--- src/rtl/ped_request_conditioner.sv ---
// Pedestrian button conditioner: 2-FF sync, counter debounce, rising-edge pulse, request latch; lockout window under PED_LOCKOUT_EN.
// Latency: btn_level follows a stable btn_raw DEBOUNCE_CYCLES+1 edges later; no backpressure, every output registered.
module ped_request_conditioner #(
  parameter int DEBOUNCE_CYCLES = 1_000_000,
  parameter int LOCKOUT_CYCLES  = 250_000_000
) (
  input  logic       clk,
  input  logic       reset,
  input  logic       btn_raw,
  input  logic       serve_ack,
  output logic       btn_level,
  output logic       press_pulse,
  output logic       req_pending,
  output logic       lockout,
  output logic [3:0] dup_count
);

  if (DEBOUNCE_CYCLES < 2 || LOCKOUT_CYCLES < 1) begin : g_param_check
    $error("ped_request_conditioner: DEBOUNCE_CYCLES must be >= 2 and LOCKOUT_CYCLES >= 1");
  end

  localparam int DB_W = $clog2(DEBOUNCE_CYCLES) + 1;
  localparam logic [DB_W-1:0] DB_LAST = DB_W'(DEBOUNCE_CYCLES - 1);

  localparam logic [1:0] IDLE    = 2'd0;
  localparam logic [1:0] PENDING = 2'd1;
`ifdef PED_LOCKOUT_EN
  localparam logic [1:0] LOCKOUT = 2'd2;
  localparam int LK_W = $clog2(LOCKOUT_CYCLES) + 1;
  localparam logic [LK_W-1:0] LK_LAST = LK_W'(LOCKOUT_CYCLES - 1);
`endif

  logic            s1;
  logic            s2;
  logic [DB_W-1:0] db_cnt;
  logic            db_flip;

  // A flip needs DEBOUNCE_CYCLES consecutive samples of s2 disagreeing with btn_level.
  assign db_flip = (s2 != btn_level) && (db_cnt == DB_LAST);

  always_ff @(posedge clk) begin
    if (!reset) begin
      s1          <= 1'b0;
      s2          <= 1'b0;
      btn_level   <= 1'b0;
      press_pulse <= 1'b0;
      db_cnt      <= '0;
    end else begin
      s1          <= btn_raw;
      s2          <= s1;
      press_pulse <= db_flip && s2;
      if (s2 == btn_level) begin
        db_cnt <= '0;
      end else if (db_flip) begin
        btn_level <= s2;
        db_cnt    <= '0;
      end else begin
        db_cnt <= db_cnt + DB_W'(1);
      end
    end
  end

  logic [1:0] state;
  logic [1:0] state_nxt;
  logic [3:0] dup_nxt;
`ifdef PED_LOCKOUT_EN
  logic [LK_W-1:0] lk_cnt;
  logic [LK_W-1:0] lk_cnt_nxt;
`endif

  always_comb begin
    state_nxt = state;
    dup_nxt   = dup_count;
`ifdef PED_LOCKOUT_EN
    lk_cnt_nxt = '0;
`endif
    case (state)
      IDLE: begin
        if (press_pulse) begin
          state_nxt = PENDING;
        end
      end
      PENDING: begin
        // The ack wins over a simultaneous press; that press is dropped.
        if (serve_ack) begin
`ifdef PED_LOCKOUT_EN
          state_nxt = LOCKOUT;
`else
          state_nxt = IDLE;
`endif
          dup_nxt = 4'd0;
        end else if (press_pulse && dup_count != 4'hF) begin
          dup_nxt = dup_count + 4'd1;
        end
      end
`ifdef PED_LOCKOUT_EN
      LOCKOUT: begin
        if (lk_cnt == LK_LAST) begin
          state_nxt = IDLE;
        end else begin
          lk_cnt_nxt = lk_cnt + LK_W'(1);
        end
      end
`endif
      default: state_nxt = IDLE;
    endcase
  end

  always_ff @(posedge clk) begin
    if (!reset) begin
      state       <= IDLE;
      dup_count   <= 4'd0;
      req_pending <= 1'b0;
    end else begin
      state       <= state_nxt;
      dup_count   <= dup_nxt;
      req_pending <= (state_nxt == PENDING);
    end
  end

`ifdef PED_LOCKOUT_EN
  always_ff @(posedge clk) begin
    if (!reset) begin
      lk_cnt  <= '0;
      lockout <= 1'b0;
    end else begin
      lk_cnt  <= lk_cnt_nxt;
      lockout <= (state_nxt == LOCKOUT);
    end
  end
`else
  assign lockout = 1'b0;
`endif

endmodule

--- config.mk ---
export PLATFORM = sky130hd
export DESIGN_NAME = ped_request_conditioner
export DESIGN_NICKNAME = d
export VERILOG_FILES = /design/src/rtl/ped_request_conditioner.sv
export SDC_FILE = /design/constraint.sdc
export NUM_CORES = 1
export LEC_CHECK = 0
export BUFFER_PORTS_ARGS = -buffer_cell sky130_fd_sc_hd__buf_4
export CORE_MARGIN = 2
export CORE_UTILIZATION = 30
export DETAILED_ROUTE_END_ITERATION = 10
export PLACE_DENSITY = 0.43
export SLEW_MARGIN = 20
export SYNTH_ARGS = -nofsm -noshare
export SYNTH_HDL_FRONTEND = slang
export SYNTH_SLANG_ARGS = --single-unit
--- constraint.sdc ---
create_clock -name clk -period 2.5 [get_ports clk]
set_input_delay 0.5 -clock clk [delete_from_list [all_inputs] [get_ports clk]]
set_output_delay 0.5 -clock clk [all_outputs]
set_load 0.05 [all_outputs]
* Word level (Yosys, flattened, before mapping)
Cells that the tools add are included.
W data, S select, Z words.
** Cells by class
- Add/sub/neg operators :: 2
- Eq/ne operators :: 6
- Bitwise operators :: 2
- Muxes and demuxes :: 5
- Reductions and logical operators :: 8
** Operator list (number)
- $add A21 B1 Y21 const B :: 1
- $eq A21 B20 Y1 const B :: 1
- $mux W4 :: 2
- $add A4 B1 Y4 const B :: 1
- $eq A2 B1 Y1 const B :: 2
- $mux W2 :: 2
- $ne A4 B4 Y1 const B :: 1
- $pmux W2 S2 :: 1
- $reduce_and A2 Y1 :: 2
- $logic_and A1 B1 Y1 :: 3
- $reduce_or A3 Y1 :: 1
- $logic_not A2 Y1 :: 1
- $not A1 Y1 :: 2
- $reduce_bool A2 Y1 :: 1
- $eq A1 B1 Y1 :: 1
- $ne A1 B1 Y1 :: 1
** Word-level totals
- Register bits after elaboration :: 32
- Output and inout bits :: 8
- Word-level logic and storage cells :: 31
- Bits of input ports :: 4

* Depth between registers and ports, before layout
Gate-level depths: netlist of the first run.
- Depth in word-level cells :: 4
- Gate-level depth with buffers :: 6
- Gate-level depth less buffers :: 5

* Worst setup path before layout of the first run
No wires, ideal clock.
- Path kind :: register to register
- Start :: register dup_count[0]
- End :: register dup_count[1]
- Stages on the path, launching flop included :: 6
- Clock period less this slack :: 1.822 ns
- Data required time :: 2.430 ns
- Data arrival time :: 1.752 ns
- Buffers on the path :: 0
- Library setup time :: 0.070 ns
- Path slack :: 0.678 ns
- Cell sequence :: dfxtp_1 > ha_1 > nand3_1 > a21oi_1 > or4b_2 > a21oi_1
** Between the ends
- Cells in the longest elaborated chain, start to end :: 4
- Elaborated cells on any way between the ends :: 7
- Classes of those cells :: add/sub (1); eq/ne (1); mux (2); reduce/logical (3)
** Ends and longest elaborated chain
- start, declared :: line 15 : output logic [3:0] dup_count
- start signal, assigned :: line 116 : dup_count <= dup_nxt;
- parallel branches: the longest is 4 deep, another holds $add A4 B1 Y4
Several ways; the timed one is not identified. The select of a mux whose other input is x is not followed.
A chain may end at the register's enable or synchronous reset.

* Worst setup path in the final report of the first run
- Start :: register db_cnt[0]
- End :: register db_cnt[18]
** Between the ends
- Cells in the longest elaborated chain, start to end :: 3
- Elaborated cells on any way between the ends :: 4
- Classes of those cells :: add/sub (1); eq/ne (1); reduce/logical (2)
** Ends and longest elaborated chain
- start, declared :: line 35 : logic [DB_W-1:0] db_cnt;
- start signal, assigned :: line 58 : db_cnt <= db_cnt + DB_W'(1);
- parallel branches: the longest is 3 deep, another holds $add A21 B1 Y21
Several ways; the timed one is not identified.

==> impl_metrics.ini, run 1 <==
[clock_tree]
htree_num_levels = 2
clk_pin_slew_ns = 0.06
numClockSinks = 32
cts_buffers = 5
postCtsResizedCells = 0
cts_setup_buffers = 0
cts_hold_buf = 0
cts_tree = built
cts_buffer_depth = 2
cts_root_buf = clkbuf_8
clk_latency_ns = 0.28

[grt]
grt_util_met1_pct = 15.5
antenna_found_initial = 0
grt_pass1_vias = 1054
use_met3_pct = 4.31
grt_usage_pct = 11.9
grt_pass1_wl_mm = 4.78
top_usage_layer = met2
grt_max_degree = 22
overflow = 0
met2_usage_pct = 17.4

[die]
die_height_um = 72.4
die-area_mm2 = 0.00524
coreArea_mm2 = 0.00444
pin_count = 12
initial_core_util_pct = 31.6
die_w_um = 72.4
row_count = 24

[worst_hold_path]
hold_path.class = in -> reg

[outcome]
status = completed

[cells_and_area]
fin_cells = 227
antenna_cells = 0
fin_util_pct = 36.6
num-fill-cells = 449
final_cell_area_mm2 = 0.00163
nets = 180
syn2layout_area_growth_pct = 16.0
drive_above_1_share_pct = 13.7

[placement]
postPlaceCellArea_mm2 = 0.00154
gp_congestion = 0.807
place_hpwl_mm = 2.04
placed_cells = 219
dp_slack_ns = 0.574
io_buffers = 10

[flow_run]
maxCapViolations = 0

[routing]
drt_iter0_drc = 38
drc = 0
drt_wl_total_mm = 2.79
dr.pass1.iters = 4
vias = 1162
avgViaCountPerCell = 5.12
wl_per_cell_um = 12.3
antenna_left = 0

[sta]
hold_viol_final = 0
fin_crit_ns = 1.93
setup_viol = 0
rsz0062_at_grt = false
setup_slack_ns = 0.567
finalCritPeriodShare_pct = 77.3
holdWs_ns = 0.427
slew_violations = 0
tns_ns = 0
fmax_mhz = 517
finalClockSkew_ns = 0.00525

[setup_path]
max_stage_delay_ns = 0.60
worstPathArrival_ns = 2.15
required_ns = 2.72
critPathBufInv = 0
crit_family = simple AND/OR/NAND/NOR gates
worstPathMaxFanout = 5
criticalPathCategory = reg -> reg
cpMaxStageDelayCell = or4_4
cp_cell_sequence = ha_1 > nand4_2 > or4_4 > or3_1 > a21oi_2
worstSetupEndpointType = flop
reg2reg_slack_ns = 0.57
cp-start-kind = flop

[yosys]
syn_inst = 158
yosysSeqAreaShare_pct = 45.6
yosysUniqueCellTypes = 33
yosysWarnings = 0
avgSynthCellArea_um2 = 8.89
synth.cell_area_mm2 = 0.00140
ys_ff_latch = 32

[power]
power_mw = 0.933
p_leak_nw = 0.529
ir_drop_mv = 0.176
power_density_mw_per_mm2 = 573
-- state kept, by name, summed over array words and instances, names as in the netlist --
signal	flops
state	2
req_pending	1
s1	1
dup_count	4
btn_level	1
press_pulse	1
db_cnt	21
s2	1
-- synthesized netlist by cell type --
cell,instances,area share [%]
nor3_1,6,2.1
conb_1,1,0.27
xnor2_1,9,5.6
o211ai_1,1,0.53
a41oi_1,1,0.62
nand2b_1,1,0.45
nand2_1,8,2.1
or4b_2,1,0.71
mux2i_1,1,0.71
nor2_1,19,5.1
or3_1,6,2.7
and4_1,2,1.2
nand3_1,10,3.6
or4_1,2,1.1
nand4_2,2,1.8
xor2_1,6,3.7
buf_4,1,0.53
ha_1,2,1.8
nor3b_1,2,1.1
or4_4,1,0.80
buf_2,2,0.71
a21oi_1,8,2.9
a311oi_1,1,0.62
and3_2,1,0.53
a21oi_2,2,1.2
nor4b_1,1,0.62
inv_1,6,1.6
dfxtp_1,32,46
nand4_1,5,2.2
o21ai_0,8,2.9
o31ai_1,1,0.53
and2_1,4,1.8
nor4_1,5,2.2
-- cells by family after synthesis --
kind of cell	Yosys count	synth area share (%)
multiplexers	1	0.713
adder cells (fa/ha/maj)	2	1.78
buffers and inverters	9	2.85
other	1	0.267
flip-flops	32	45.6
AO/OA/AOI/OAI	22	9.27
XOR/XNOR	15	9.36
AND/OR/NAND/NOR	76	30.1
-- final timing paths --
kind	depth (start not counted)	startpoint	endpoint
hold reg to reg	1	state[1]$_SDFF_PN0_	req_pending$_SDFF_PN0_
setup / recovery	5	db_cnt[0]$_SDFF_PP0_	db_cnt[18]$_SDFF_PP0_
setup reg to reg	5	db_cnt[0]$_SDFF_PP0_	db_cnt[18]$_SDFF_PP0_
hold / removal	2	btn_raw	s1$_SDFF_PN0_
-- cells in the final DEF (no fill, tap or decap) --
| master | instances |
|---|---|
| dfxtp_1 | 32 |
| nor2_1 | 19 |
| buf_4 | 11 |
| nand3_1 | 10 |
| xnor2_1 | 9 |
| nand2_1 | 8 |
| a21oi_1 | 8 |
| o21ai_0 | 8 |
| xor2_1 | 6 |
| or3_1 | 6 |
| inv_1 | 6 |
| nor3_1 | 6 |
| clkbuf_8 | 6 |
| nor4_1 | 5 |
| nand4_1 | 5 |
| and2_1 | 4 |
| nor3b_1 | 2 |
| nand4_2 | 2 |
| and4_1 | 2 |
| or4_1 | 2 |
| a21oi_2 | 2 |
| ha_1 | 2 |
| conb_1 | 2 |
| clkbuf_1 | 2 |
| nor4b_1 | 1 |
| o211ai_1 | 1 |
| and3_2 | 1 |
| o31ai_1 | 1 |
| nand2b_1 | 1 |
| or4_4 | 1 |
| mux2i_1 | 1 |
| a41oi_1 | 1 |
| a311oi_1 | 1 |
| or4b_2 | 1 |
-- area by class of cell --
class                      count  area (µm²)  share of cell area (%)
multi-input combinational    118         727                    44.7
inverter                       6        22.5                    1.38
tap                           52        65.1                    4.00
clock buffer                   8        90.1                    5.53
timing repair buffer          11        82.6                    5.07
sequential                    32         641                    39.4
-- power by group --
part           internal [mW]  total [mW]  switching (mW)
registers              0.513       0.514         0.00159
logic                0.00598      0.0193          0.0133
clock network          0.224       0.400           0.176
total                  0.743       0.933           0.191
-- worst register-to-register path, delay by kind of cell (launching register included) --
| kind | cells | cell delay, ns |
|---|---|---|
| fa+ha+maj | 1 | 0.25 |
| simple gates | 3 | 1.13 |
| flops | 1 | 0.36 |
| compound gates | 1 | 0.13 |
-- metal layers --
metal  vias up  wire length, µm
li1        596                -
met1       529             1370
met2        29             1200
met3         8              145
met4         0               64
met5         -                0
Power figures use the tool's default switching activity.
==> inputs of run 2 (changes only) <==
- PLACE_DENSITY: 0.43 -> 0.44
- clock period: 2.5 -> 1.6 ns (I/O delays scaled with it)
==> run 2 against run 1 <==
Effect of this change:
- the flow now finishes with violations (setup timing)
- clock skew shrank 0.0022 ns
- die area is the same
- worst setup slack lost 0.57 ns
- via count grew 7.7%
- clock power grew 45%
- critical endpoint is now db_cnt[20]$_SDFF_PP0_
- largest power group unchanged
==> impl_metrics.ini, run 2 (same netlist as run 1, synthesis figures left out) <==
[outcome]
status = finished with violations
violations = setup timing

[cells_and_area]
nets = 208
largest-register = db_cnt
largestRegisters = db_cnt (21), dup_count (4), state (2)
final_common_cell = buf_4
largest_register_ffs = 21
drive_above_1_share_pct = 37.4
fin_cells = 255
final_cell_mix = buf_4, nor2_1, dfxtp_1
num-fill-cells = 449
antenna_cells = 0
syn2layout_area_growth_pct = 36.5

[grt]
grt_pass1_wl_mm = 5.22
antenna_found_initial = 0
grt_usage_pct = 13.1
grt_max_degree = 13
overflow = 0
grt_pass1_vias = 1158

[power]
clkPwrFrac_pct = 41.0
p_int_mw = 1.11
p_leak_nw = 0.681
switchingPower_mw = 0.302
power_density_mw_per_mm2 = 737
p_seq_share_pct = 56.5
swShare_pct = 21.4
combPwrFrac_pct = 2.5
ir_drop_mv = 0.297

[clock_tree]
cts_tree = built
clk_pin_slew_ns = 0.06
numClockSinks = 32
cts_buffer_depth = 2
cts_buffers = 5
clk_latency_ns = 0.28
cts_root_buf = clkbuf_8
cts_hold_buf = 0
htree_num_levels = 2

[worst_hold_path]
hold_start = btn_raw
hold_path.class = in -> reg
min_to = s1$_SDFF_PN0_
min_path_cells = 2

[die]
pin_count = 12
coreArea_mm2 = 0.00444
die_height_um = 72.4
die_w_um = 72.4
row_count = 24
die-area_mm2 = 0.00524
initial_core_util_pct = 31.6

[sta]
finalClockSkew_ns = 0.00301
rsz0062_at_grt = true
setup_viol = 1
tns_ns = -0.00355
fin_crit_ns = 1.60
finalCritPeriodShare_pct = 100
hold_viol_final = 0
fmax_mhz = 624
setup_slack_ns = -0.00355
holdWs_ns = 0.245
slew_violations = 0

[routing]
drt_iter0_drc = 50
dr.pass1.iters = 4
vias = 1251
avgViaCountPerCell = 4.91
drc = 0
antenna_left = 0
wl_per_cell_um = 12.1
drt_wl_total_mm = 3.08

[setup_path]
r2r_end = db_cnt[20]$_SDFF_PP0_
reg2reg_from = db_cnt[11]$_SDFF_PP0_
worstPathArrival_ns = 1.82
worstSetupEndpointType = flop
criticalPathCategory = reg -> reg
r2r_cells = 4
reg2reg_slack_ns = -0.004
cp-start-kind = flop
worstPathMaxFanout = 5
required_ns = 1.82

[placement]
io_buffers = 10
placed_cells = 243
dp_slack_ns = -0.0111
gp_congestion = 0.820
place_hpwl_mm = 2.33

[flow_run]
maxCapViolations = 0
run 2: how the worst max path moves through the flow:
stage | cells past startpoint | from | end | slack [ns]
detailed placement | 5 | db_cnt[1]$_SDFF_PP0_ | db_cnt[20]$_SDFF_PP0_ | -0.01
global placement | 6 | db_cnt[1]$_SDFF_PP0_ | db_cnt[5]$_SDFF_PP0_ | 0.003
global route | 6 | db_cnt[1]$_SDFF_PP0_ | db_cnt[11]$_SDFF_PP0_ | -0.1
CTS | 5 | db_cnt[1]$_SDFF_PP0_ | db_cnt[20]$_SDFF_PP0_ | 0.001
floorplan | 4 | db_cnt[8]$_SDFF_PP0_ | db_cnt[18]$_SDFF_PP0_ | 0.005
finish | 4 | db_cnt[11]$_SDFF_PP0_ | db_cnt[20]$_SDFF_PP0_ | -0.004
run 2: timing repair:
| item | CTS | global route |
|---|---|---|
| pin swaps | 0 | 2 |
| resized for setup | 2 | 13 |
| endpoints found under the setup margin | 4 | 22 |
| buffers inserted | 2 | 2 |
| hold endpoints to repair | 0 | 0 |
run 2: cell type report:
cell class | count | area (µm²) | area share [%]
sequential | 32 | 666 | 34.7
clock buffer | 7 | 76.3 | 3.98
clock inverter | 1 | 3.75 | 0.196
tap | 52 | 65.1 | 3.39
timing repair buffer | 39 | 293 | 15.3
inverter | 6 | 22.5 | 1.17
multi-input combinational | 118 | 791 | 41.3
run 2: routing by layer:
metal | vias up | global-route usage, % | wire length [µm]
li1 | 647 | - | -
met1 | 563 | 17.4 | 1530
met2 | 32 | 19.1 | 1330
met3 | 9 | 4.17 | 154
met4 | 0 | 6.38 | 70
met5 | - | 0 | 0
run 2: power by group through the flow:
stage                     combinational [mW]  sequential, mW  clock (mW)
after floorplan                       0.0216           0.818           0
after global placement                0.0349           0.818           0
after detailed placement              0.0357           0.818           0
after CTS                             0.0359           0.800       0.608
after global routing                  0.0404           0.798       0.645
final                                 0.0357           0.799       0.579
run 2: worst max-delay path, cell delays in order (launching register included):
cell     delay, ns
dfxtp_1       0.42
nand4_1       0.14
or4_4         0.51
or3_4         0.34
a21oi_2       0.13
run 2: through the flow:
step                power [mW]  utilization, %  cell area, µm²
floorplan                0.839               -            1460
global placement         0.853            39.6            1760
detailed placement       0.854            39.6            1760
CTS                       1.44            42.0            1870
global route              1.48            43.1            1920
finish                    1.41            43.1            1920
